--- src/rtl/sprite_write_dispatcher_if.sv ---
// Bus between the sprite word generator / graphics processor and the
// sprite write dispatcher. The master drives the sprite word and flow control.
interface sprite_write_dispatcher_if;
    logic [31:0] data_b_in;
    logic        frame_tick;
    logic        fifo_full;
    logic [31:0] dataA;
    logic [31:0] dataB;
    logic        wrreg;
    logic        pending;
    logic [15:0] write_count;

    modport master (
        output data_b_in, frame_tick, fifo_full,
        input  dataA, dataB, wrreg, pending, write_count
    );

    modport slave (
        input  data_b_in, frame_tick, fifo_full,
        output dataA, dataB, wrreg, pending, write_count
    );
endinterface

--- src/rtl/sprite_write_dispatcher.sv ---
// Forwards the latest sprite word to the graphics processor as one WBR
// register write per frame, only when the word changed since the last write.
module sprite_write_dispatcher #(
    parameter logic [4:0] SPRITE_REG = 5'd1,
    parameter logic [3:0] OPCODE_WBR = 4'b0000
) (
    input  logic                      clk,
    input  logic                      reset,
    sprite_write_dispatcher_if.slave  bus
);

    typedef enum logic [1:0] {
        IDLE,
        SEND,
        HOLD
    } state_t;

    state_t      state;
    logic [31:0] shadow;
    logic [31:0] last_sent;
    logic [31:0] data_b;
    logic        wrreg_q;
    logic [15:0] count_q;

    assign bus.dataA       = {23'd0, SPRITE_REG, OPCODE_WBR};
    assign bus.dataB       = data_b;
    assign bus.wrreg       = wrreg_q;
    assign bus.write_count = count_q;
    assign bus.pending     = (shadow != last_sent);

    // NOTE: every register here is state, so all use non-blocking assignments
    // and all take the synchronous reset, including the data-path registers.
    always_ff @(posedge clk) begin
        if (reset) begin
            state     <= IDLE;
            shadow    <= 32'd0;
            last_sent <= 32'd0;
            data_b    <= 32'd0;
            wrreg_q   <= 1'b0;
            count_q   <= 16'd0;
        end else begin
            shadow <= bus.data_b_in;
            case (state)
                IDLE: begin
                    wrreg_q <= 1'b0;
                    if (bus.pending && bus.frame_tick) begin
                        state <= SEND;
                    end
                end
                SEND: begin
                    // The word sent is whatever shadow holds in the firing cycle.
                    if (!bus.fifo_full) begin
                        wrreg_q   <= 1'b1;
                        data_b    <= shadow;
                        last_sent <= shadow;
                        count_q   <= count_q + 16'd1;
                        state     <= HOLD;
                    end else begin
                        wrreg_q <= 1'b0;
                    end
                end
                HOLD: begin
                    wrreg_q <= 1'b0;
                    state   <= IDLE;
                end
                default: begin
                    wrreg_q <= 1'b0;
                    state   <= IDLE;
                end
            endcase
        end
    end

endmodule

--- src/flat_wrapper.sv ---
// flat-port wrapper written by rule: the top's interface ports become plain ports
module sprite_write_dispatcher_flat 
#(
    parameter logic [4:0] SPRITE_REG = 5'd1,
    parameter logic [3:0] OPCODE_WBR = 4'b0000
)
  (clk, reset, bus_data_b_in, bus_frame_tick, bus_fifo_full, bus_dataA, bus_dataB, bus_wrreg, bus_pending, bus_write_count);
  sprite_write_dispatcher_if bus_i ();
  input  logic clk;
  input  logic reset;
  input wire logic [$bits(bus_i.data_b_in)-1:0] bus_data_b_in;
  input wire logic [$bits(bus_i.frame_tick)-1:0] bus_frame_tick;
  input wire logic [$bits(bus_i.fifo_full)-1:0] bus_fifo_full;
  output wire logic [$bits(bus_i.dataA)-1:0] bus_dataA;
  output wire logic [$bits(bus_i.dataB)-1:0] bus_dataB;
  output wire logic [$bits(bus_i.wrreg)-1:0] bus_wrreg;
  output wire logic [$bits(bus_i.pending)-1:0] bus_pending;
  output wire logic [$bits(bus_i.write_count)-1:0] bus_write_count;
  assign bus_i.data_b_in = bus_data_b_in;
  assign bus_i.frame_tick = bus_frame_tick;
  assign bus_i.fifo_full = bus_fifo_full;
  assign bus_dataA = bus_i.dataA;
  assign bus_dataB = bus_i.dataB;
  assign bus_wrreg = bus_i.wrreg;
  assign bus_pending = bus_i.pending;
  assign bus_write_count = bus_i.write_count;
  sprite_write_dispatcher #(.SPRITE_REG(SPRITE_REG), .OPCODE_WBR(OPCODE_WBR)) u_core (.clk(clk), .reset(reset), .bus(bus_i));
endmodule
--- config.mk ---
export PLATFORM = sky130hd
export DESIGN_NAME = sprite_write_dispatcher_flat
export DESIGN_NICKNAME = d
export VERILOG_FILES = /design/src/rtl/sprite_write_dispatcher_if.sv /design/src/rtl/sprite_write_dispatcher.sv /design/src/flat_wrapper.sv
export SDC_FILE = /design/constraint.sdc
export NUM_CORES = 1
export LEC_CHECK = 0
export CORE_AREA = 5 5 93 95
export DETAILED_ROUTE_END_ITERATION = 12
export DIE_AREA = 0 0 98 100
export GPL_ROUTABILITY_DRIVEN = 0
export HOLD_SLACK_MARGIN = 0.08
export MAX_ROUTING_LAYER = met4
export PLACE_DENSITY = 0.76
export SKIP_LAST_GASP = 1
export SYNTH_ARGS = -nofsm -noshare
export SYNTH_HDL_FRONTEND = slang
export SYNTH_SLANG_ARGS = --single-unit
--- constraint.sdc ---
create_clock -name clk -period 2 [get_ports clk]
set_clock_uncertainty 0.15 [all_clocks]
set_input_delay 0.4 -clock clk [delete_from_list [all_inputs] [get_ports clk]]
set_output_delay 0.4 -clock clk [all_outputs]
set_load 0.05 [all_outputs]
==> results.json, run 1 <==
{
  "status": "finished, violations left",
  "violations": "setup timing",
  "clk_pin_slew_ns": 0.08,
  "reg2reg_depth": 5,
  "power.share.clock": 0.343,
  "ir_drop_mv": 0.357,
  "path_buf_inv": 1,
  "p_sw_frac": 0.270,
  "ys_types": 26,
  "track_usage": 0.158,
  "p_seq_frac": 0.516,
  "core_area_um2": 7650,
  "diodes": 0,
  "hold_end": "u_core.state[0]",
  "drc": 0,
  "grt_max_degree": 43,
  "htreeDepth": 3,
  "worstHoldStart": "reset",
  "numClockSinks": 83,
  "grt_pass1_vias": 2614,
  "fin_ws_ns": -0.172,
  "syn-cell-area_um2": 3330,
  "cellLeakagePower_nw": 1.73,
  "dr.pass1.iters": 5,
  "cp-end-kind": "primary output",
  "async_flop_share": 0,
  "cts_tree": "yes",
  "post_drt_wl_per_cell_um": 13.0,
  "synthMostInstantiatedCell": "dfxtp_1",
  "dieArea_um2": 9800,
  "required_ns": 1.45,
  "critical-path-max-stage-delay_ns": 0.34,
  "p_int_mw": 2.48,
  "drive_above_1_share": 0.287,
  "worst_setup_path_start_kind": "flip-flop",
  "max_freq_ghz": 0.460,
  "ys_seq_area_frac": 0.499,
  "flow.area_growth_from_synthesis_pct": 34.2,
  "rsz0062_at_grt": "true",
  "cts_root_buffer": "clkbuf_8",
  "critical_path.cell_chain": "xnor2_1, nand4_1, nor4_2, nand2_1, buf_6",
  "yosys-top-cells-count": "dfxtp_1, nand2_1, xnor2_1",
  "synthDominantCellAreaShare": 0.499,
  "initial_core_util": 0.436,
  "path_depth": 5,
  "syn_inst": 371,
  "rr_startpoint": "u_core.bus.write_count[4]",
  "combPwrFrac": 0.141,
  "rows": 32,
  "clk_latency_ns": 0.34,
  "ctsLongestPathBuffers": 2,
  "crit_fanout": 3,
  "die_h_um": 100,
  "antenna_found_initial": 0,
  "synth_ff_type": "dfxtp_1",
  "routed_wl_mm": 7.46,
  "min_path_cells": 3,
  "cts_inserted_buffers": 9,
  "r2r_setup_slack_ns": 0.12,
  "finalInstanceArea_um2": 4470,
  "drv_cap": 0,
  "synth_top_area_cell": "dfxtp_1",
  "viasPerCell": 4.63,
  "grt_overflow_total": 0,
  "hold_viol": 0,
  "syn_avg_cell_area_um2": 8.98,
  "hold_class": "input port to flip-flop",
  "io_pins": 118,
  "setup_tns_ns": -0.172,
  "drt-initial-drc-count": 111,
  "finalMaxSlewViolations": 0,
  "nFillCells": 673,
  "fin_crit_sh": 1.09,
  "min_period_ns": 2.17,
  "synth_edf_count": 0,
  "ys_seq_elements": 83,
  "critPathArrivalTime_ns": 1.62,
  "die_x_um": 98,
  "synthTopCellsByArea": "dfxtp_1, xnor2_1, nand2_1, buf_4, nor2b_1",
  "finalSetupViolCount": 1,
  "placed_area_um2": 4150,
  "critPathSlowestCell": "dfxtp_1",
  "port_buffers": 85,
  "r2r-end": "u_core.bus.write_count[14]",
  "vias": 2649,
  "fin_total_pwr_mw": 3.40,
  "final_core_util": 0.585,
  "layout.nets": 502,
  "cp_top_family": "simple AND/OR/NAND/NOR gates",
  "ys_warn_count": 0,
  "power_density_nw_per_um2": 760,
  "antenna_left": 0,
  "criticalPathCategory": "flip-flop to primary output",
  "post-dp-hpwl_mm": 5.54,
  "switchingPower_mw": 0.919,
  "grt_first_pass_wirelength_mm": 12.2
}
==> worst max-delay path by stage <==
stage,start,end,slack [ns]
global placement,bus_fifo_full,u_core.bus.write_count[15],-0.23
floorplan,u_core.bus.write_count[7],u_core.bus.write_count[12],0.002
finish,u_core.last_sent[21],bus_pending,-0.17
global route,u_core.shadow[20],bus_pending,-0.27
CTS,u_core.shadow[20],bus_pending,-0.21
detailed placement,bus_fifo_full,u_core.bus.write_count[15],-0.34
==> cell usage in the layout, fill, tap and decap left out, types with 2 or more instances in the layout <==
cell             count
nand2_1             71
buf_4               65
dfxtp_1             48
a21oi_1             37
clkdlybuf4s50_1     33
nor2b_1             32
conb_1              32
dfxtp_2             31
xnor2_1             29
nor2_1              13
nand4_1             11
xnor2_2             10
clkbuf_8            10
o21ai_0              4
or3_1                4
xor2_1               4
dfxtp_4              4
nor4_2               3
inv_1                3
nand3_1              3
clkinv_2             3
and4_1               2
nor3_1               2
==> registers in the layout, summed over array words and instances, names as in the netlist <==
register and count:
u_core.bus.wrreg 1, u_core.bus.write_count 16, u_core.state 2, u_core.last_sent 32
u_core.shadow 32
==> through the flow <==
step / hold WS (ns) / worst slack, ns / std cells
2_1_floorplan: 0.288 / 0.00224 / 401
3_3_place_gp: 0.293 / -0.233 / 555
3_5_place_dp: 0.300 / -0.342 / 555
4_1_cts: 0.249 / -0.211 / 572
5_1_grt: 0.266 / -0.272 / 572
6_report: 0.271 / -0.172 / 572
==> final cells by class <==
class | instances | area (um^2) | area share
Clock inverter | 5 | 51.3 | 0.0115
Inverter | 3 | 11.3 | 0.00252
Multi-Input combinational cell | 267 | 1580 | 0.353
Tap cell | 102 | 128 | 0.0285
Clock buffer | 11 | 141 | 0.0316
Timing Repair Buffer | 101 | 847 | 0.189
Sequential cell | 83 | 1720 | 0.384
==> worst register-to-register path, stage by stage, from the launching register on <==
cell	delay, ns
dfxtp_4	0.37
and4_1	0.26
nand4_1	0.15
or3_4	0.36
or3_1	0.35
a21oi_1	0.16
==> metal layers <==
metal,track usage,wire [um],part of all wire,vias to the layer above
li1,-,-,-,1323
met4,0.0575,99,0.013,0
met5,-,0,0,-
met2,0.266,3750,0.50,97
met1,0.183,3070,0.41,1219
met3,0.0417,538,0.072,10
==> repair_timing <==
item	in CTS	in global routing
hold endpoints to repair	0	0
resized for setup	17	5
pin swaps	5	1
endpoints found under the setup margin	1	7
hold buffers	0	0
buffers inserted	1	0
==> logic make-up (layout without fill, tap and decap cells) <==
group	Yosys count	in the layout	share of synthesized area
AO/OA/AOI/OAI	42	42	0.0638
XOR/XNOR	43	43	0.113
flip-flops	83	83	0.499
buffers and inverters	51	120	0.0935
other	2	32	0.00225
adder cells (fa/ha/maj)	1	1	0.00375
AND/OR/NAND/NOR	149	149	0.225
==> power groups by stage <==
stage / sequential, mW / clock (mW) / combinational (mW)
2_1_floorplan: 1.84 / 0 / 0.318
5_1_grt: 1.76 / 1.28 / 0.510
3_3_place_gp: 1.78 / 0 / 0.467
3_5_place_dp: 1.79 / 0 / 0.469
4_1_cts: 1.75 / 1.20 / 0.481
6_report: 1.75 / 1.17 / 0.479
(Power assumes the default switching activity.)
==> run 2: changes to the inputs <==
--- a/config.mk
+++ b/config.mk
@@ -6,12 +6,14 @@
 export NUM_CORES = 1
 export LEC_CHECK = 0
 export CORE_AREA = 5 5 93 95
+export CTS_CLUSTER_SIZE = 30
 export DETAILED_ROUTE_END_ITERATION = 12
 export DIE_AREA = 0 0 98 100
 export GPL_ROUTABILITY_DRIVEN = 0
 export HOLD_SLACK_MARGIN = 0.08
 export MAX_ROUTING_LAYER = met4
 export PLACE_DENSITY = 0.76
+export SETUP_SLACK_MARGIN = 0.1
 export SKIP_LAST_GASP = 1
 export SYNTH_ARGS = -nofsm -noshare
 export SYNTH_HDL_FRONTEND = slang
==> run 2 against run 1 <==
Net effect:
- the flow still finishes with violations (setup timing)
- combinational power up 2%
- maximum frequency down 1.5%
- critical path depth unchanged
- utilization up 0.34 points
- wire length up 2.7%
- design area up 0.59%
- global-route usage up 0.29 points
- non-clock buffer count down 2
- clock-buffer cell count up 1
- clock power up 5%
- die area unchanged
==> results.json, run 2 (synthesis gave the netlist of run 1 again) <==
{
  "rows": 32,
  "whs_ns": 0.306,
  "layout_commonest_cell": "nand2_1",
  "core_area_um2": 7650,
  "critPathArrivalTime_ns": 1.66,
  "finalSetupViolCount": 1,
  "pre_cts_ws_ns": -0.300,
  "crit_fanout": 3,
  "min_path_cells": 2,
  "worst_setup_path_start_kind": "flip-flop",
  "viasPerCell": 4.59,
  "post_drt_wl_per_cell_um": 13.4,
  "numClockSinks": 83,
  "critical-path-max-stage-delay_ns": 0.35,
  "cts_root_buffer": "clkbuf_8",
  "cellLeakagePower_nw": 1.73,
  "fin_total_pwr_mw": 3.47,
  "drc": 0,
  "mostFrequentLayoutCells": "nand2_1, buf_4, dfxtp_1",
  "post-dp-hpwl_mm": 5.55,
  "fin_ws_ns": -0.206,
  "vias": 2619,
  "min_period_ns": 2.21,
  "antenna_left": 0,
  "hold_viol": 0,
  "cp_top_family": "simple AND/OR/NAND/NOR gates",
  "flow.area_growth_from_synthesis_pct": 35.0,
  "status": "finished, violations left",
  "critPathSlowestCell": "dfxtp_2",
  "rsz0062_at_grt": "true",
  "required_ns": 1.45,
  "port_buffers": 85,
  "finalMaxSlewViolations": 0,
  "max_freq_ghz": 0.453,
  "die_x_um": 98,
  "critical_path.cell_chain": "xnor2_2, nand4_1, nor4_2, nand2_1, buf_6",
  "path_buf_inv": 1,
  "cts_tree": "yes",
  "cts_setup_buffers": 0,
  "cts_inserted_buffers": 9,
  "die_h_um": 100,
  "ctsLongestPathBuffers": 2,
  "grt_max_degree": 35,
  "drt-initial-drc-count": 78,
  "fin_crit_sh": 1.10,
  "path_depth": 5,
  "grt_overflow_total": 0,
  "routed_wl_mm": 7.66,
  "ir_drop_mv": 0.489,
  "reg2reg_depth": 5,
  "dieArea_um2": 9800,
  "drv_cap": 0,
  "clk_latency_ns": 0.35,
  "drive_above_1_share": 0.295,
  "grt_first_pass_wirelength_mm": 12.2,
  "cp-end-kind": "primary output",
  "antenna_found_initial": 0,
  "criticalPathCategory": "flip-flop to primary output",
  "hold_class": "flip-flop to flip-flop",
  "layout.nets": 500,
  "ctsHoldBuffers": 0,
  "htreeDepth": 3,
  "grt_pass1_vias": 2556,
  "diodes": 0,
  "track_usage": 0.161,
  "violations": "setup timing",
  "clk_pin_slew_ns": 0.08,
  "dr.pass1.iters": 4,
  "power_density_nw_per_um2": 771,
  "io_pins": 118,
  "initial_core_util": 0.436
}
-- run 2: final timing paths --
check                                                from                          to  slack, ns
worst min-delay path                    u_core.shadow[13]        u_core.last_sent[13]       0.31
worst max register to register  u_core.bus.write_count[5]  u_core.bus.write_count[12]       0.19
worst max-delay path                  u_core.last_sent[9]                 bus_pending      -0.21
worst min register to register          u_core.shadow[13]        u_core.last_sent[13]       0.31
-- run 2: area by class of cell --
cell class | count | area [um^2]
timing repair buffer | 99 | 866
clock inverter | 4 | 46.3
clock buffer | 12 | 156
inverter | 3 | 11.3
fill | 673 | 3150
multi-input combinational | 267 | 1570
tap | 102 | 128
sequential | 83 | 1720
-- run 2: per-stage QoR --
step                instances  cell area, um^2  setup TNS (ns)   util
finish                    570             4500          -0.206  0.588
global route              570             4500          -0.322  0.588
CTS                       570             4490          -0.222  0.587
detailed placement        554             4200           -6.81  0.549
global placement          554             4200           -5.69  0.549
floorplan                 401             3510               0      -
-- run 2: where the power goes --
group	total, mW	internal, mW	switching, mW
Combinational	0.487	0.176	0.311
Sequential	1.75	1.70	0.0482
Clock	1.23	0.651	0.579
-- run 2: routing by layer --
metal | track usage | vias to the layer above | routed length, um
met1 | 0.183 | 1199 | 3200
met3 | 0.0445 | 11 | 569
met5 | - | - | 0
met2 | 0.271 | 90 | 3790
met4 | 0.0650 | 0 | 108
li1 | - | 1319 | -
-- run 2: worst min-delay path, stage by stage (launching register included) --
cell and delay, ns:
dfxtp_1 0.32, nand2_1 0.05, a21oi_1 0.05
-- run 2: what timing repair did --
| item | CTS | global route |
|---|---|---|
| resized for setup | 13 | 2 |
| pin swaps | 2 | 2 |
| endpoints found under the setup margin | 5 | 3 |
==> run 3: changes to the inputs <==
--- a/config.mk
+++ b/config.mk
@@ -12,7 +12,7 @@
 export GPL_ROUTABILITY_DRIVEN = 0
 export HOLD_SLACK_MARGIN = 0.08
 export MAX_ROUTING_LAYER = met4
-export PLACE_DENSITY = 0.76
+export PLACE_DENSITY = 0.82
 export SETUP_SLACK_MARGIN = 0.1
 export SKIP_LAST_GASP = 1
 export SYNTH_ARGS = -nofsm -noshare
==> run 3 against run 2 <==
Net effect:
- the flow still finishes with violations (setup timing)
- register-to-register slack got worse by 0.20 ns
- flip-flop and latch count unchanged
- cell count increased by 0.53%
- utilization fell by 0.082 points
- design area decreased by 0.14%
- highest routed layer unchanged
==> results.json, run 3 (synthesis gave the netlist of run 1 again) <==
{
  "p_seq_frac": 0.515,
  "required_ns": 1.45,
  "numClockSinks": 83,
  "dr.pass1.iters": 4,
  "port_buffers": 85,
  "routed_wl_mm": 7.56,
  "rows": 32,
  "vias": 2631,
  "ctsLongestPathBuffers": 2,
  "die_h_um": 100,
  "hold_viol": 0,
  "multiInputGateArea_um2": 1550,
  "switchingPower_mw": 0.920,
  "rsz0062_at_grt": "true",
  "dieArea_um2": 9800,
  "antenna_found_initial": 0,
  "whs_ns": 0.224,
  "core_area_um2": 7650,
  "seq_area_um2": 1730,
  "post-dp-hpwl_mm": 5.70,
  "fin_crit_sh": 1.10,
  "io_pins": 118,
  "drc": 0,
  "initial_core_util": 0.436,
  "pre_cts_ws_ns": -0.326,
  "power_density_nw_per_um2": 757,
  "cts_inserted_buffers": 9,
  "diodes": 0,
  "p_int_mw": 2.48,
  "cp-end-kind": "primary output",
  "critPathArrivalTime_ns": 1.64,
  "ir_drop_mv": 0.334,
  "drive_above_1_share": 0.299,
  "die_x_um": 98,
  "fin_ws_ns": -0.194,
  "layout.nets": 505,
  "drv_cap": 0,
  "status": "finished, violations left",
  "cts_tree": "yes",
  "finalMaxSlewViolations": 0,
  "worst_setup_path_start_kind": "flip-flop",
  "violations": "setup timing",
  "p_sw_frac": 0.271,
  "cts_root_buffer": "clkbuf_8",
  "grt_first_pass_wirelength_mm": 12.5,
  "place_inst": 556,
  "min_period_ns": 2.19,
  "mostFrequentLayoutCells": "nand2_1, buf_4, dfxtp_1",
  "hold_class": "input port to flip-flop",
  "track_usage": 0.164,
  "grt_max_degree": 63,
  "nFillCells": 672,
  "antenna_left": 0,
  "max_freq_ghz": 0.456,
  "finalSetupViolCount": 2,
  "layout_commonest_cell": "nand2_1",
  "grt_overflow_total": 0,
  "clk_pin_slew_ns": 0.08,
  "drt-initial-drc-count": 90,
  "clk_latency_ns": 0.34,
  "viasPerCell": 4.59,
  "stdcell_count": 573,
  "crit_fanout": 2,
  "grt_pass1_vias": 2716,
  "htreeDepth": 3,
  "combPwrFrac": 0.142,
  "cellLeakagePower_nw": 1.73,
  "power.share.clock": 0.343,
  "post_drt_wl_per_cell_um": 13.2,
  "ctsHoldBuffers": 0,
  "flow.area_growth_from_synthesis_pct": 34.8,
  "criticalPathCategory": "flip-flop to primary output"
}
==> run 3: worst paths after layout <==
| path | slack, ns | end | startpoint | depth (start not counted) |
|---|---|---|---|---|
| worst min-delay path | 0.22 | u_core.last_sent[26] | reset | 2 |
| worst max register to register | -0.01 | u_core.state[0] | u_core.shadow[31] | 9 |
| worst max-delay path | -0.19 | bus_pending | u_core.shadow[31] | 5 |
| worst min register to register | 0.30 | u_core.last_sent[21] | u_core.shadow[21] | 2 |
==> run 3: timing repair <==
action,in CTS,in global routing
setup buffers,4,1
gates resized for setup,10,3
pin swaps,4,4
setup endpoints to repair,5,7
hold endpoints to repair,0,0
==> run 3: metal layers <==
layer	vias to the layer above	track usage	part of all wire	wire (um)
li1	1328	-	-	-
met1	1203	0.176	0.41	3060
met2	90	0.292	0.50	3790
met3	10	0.0486	0.082	617
met4	0	0.0511	0.012	93
met5	-	-	0	0
==> run 3: final cells by class <==
type / count / share of cell area
inverter: 3 / 0.00251
clock inverter: 4 / 0.0114
tap: 102 / 0.0284
timing repair buffer: 104 / 0.198
multi-input combinational: 267 / 0.344
sequential: 83 / 0.384
clock buffer: 10 / 0.0306
==> run 3: critical path: stages (launching register included) <==
cell     delay (ns)
dfxtp_2        0.34
xnor2_2        0.19
nand4_1        0.13
nor4_2         0.33
nand2_1        0.14
buf_6          0.17
==> run 3: power by group through the flow <==
stage | registers (mW) | clock network, mW | logic [mW]
final | 1.75 | 1.16 | 0.483
after global routing | 1.76 | 1.27 | 0.514
after CTS | 1.75 | 1.19 | 0.485
after detailed placement | 1.79 | 0 | 0.477
after global placement | 1.78 | 0 | 0.473
after floorplan | 1.84 | 0 | 0.318
==> run 3: stage by stage <==
step                cell area (um^2)  power [mW]  TNS, ns  utilization
floorplan                       3510        2.16        0            -
global route                    4490        3.54   -0.361        0.587
detailed placement              4200        2.26    -8.08        0.550
global placement                4200        2.26    -6.14        0.550
CTS                             4480        3.43   -0.371        0.585
finish                          4490        3.40   -0.204        0.587
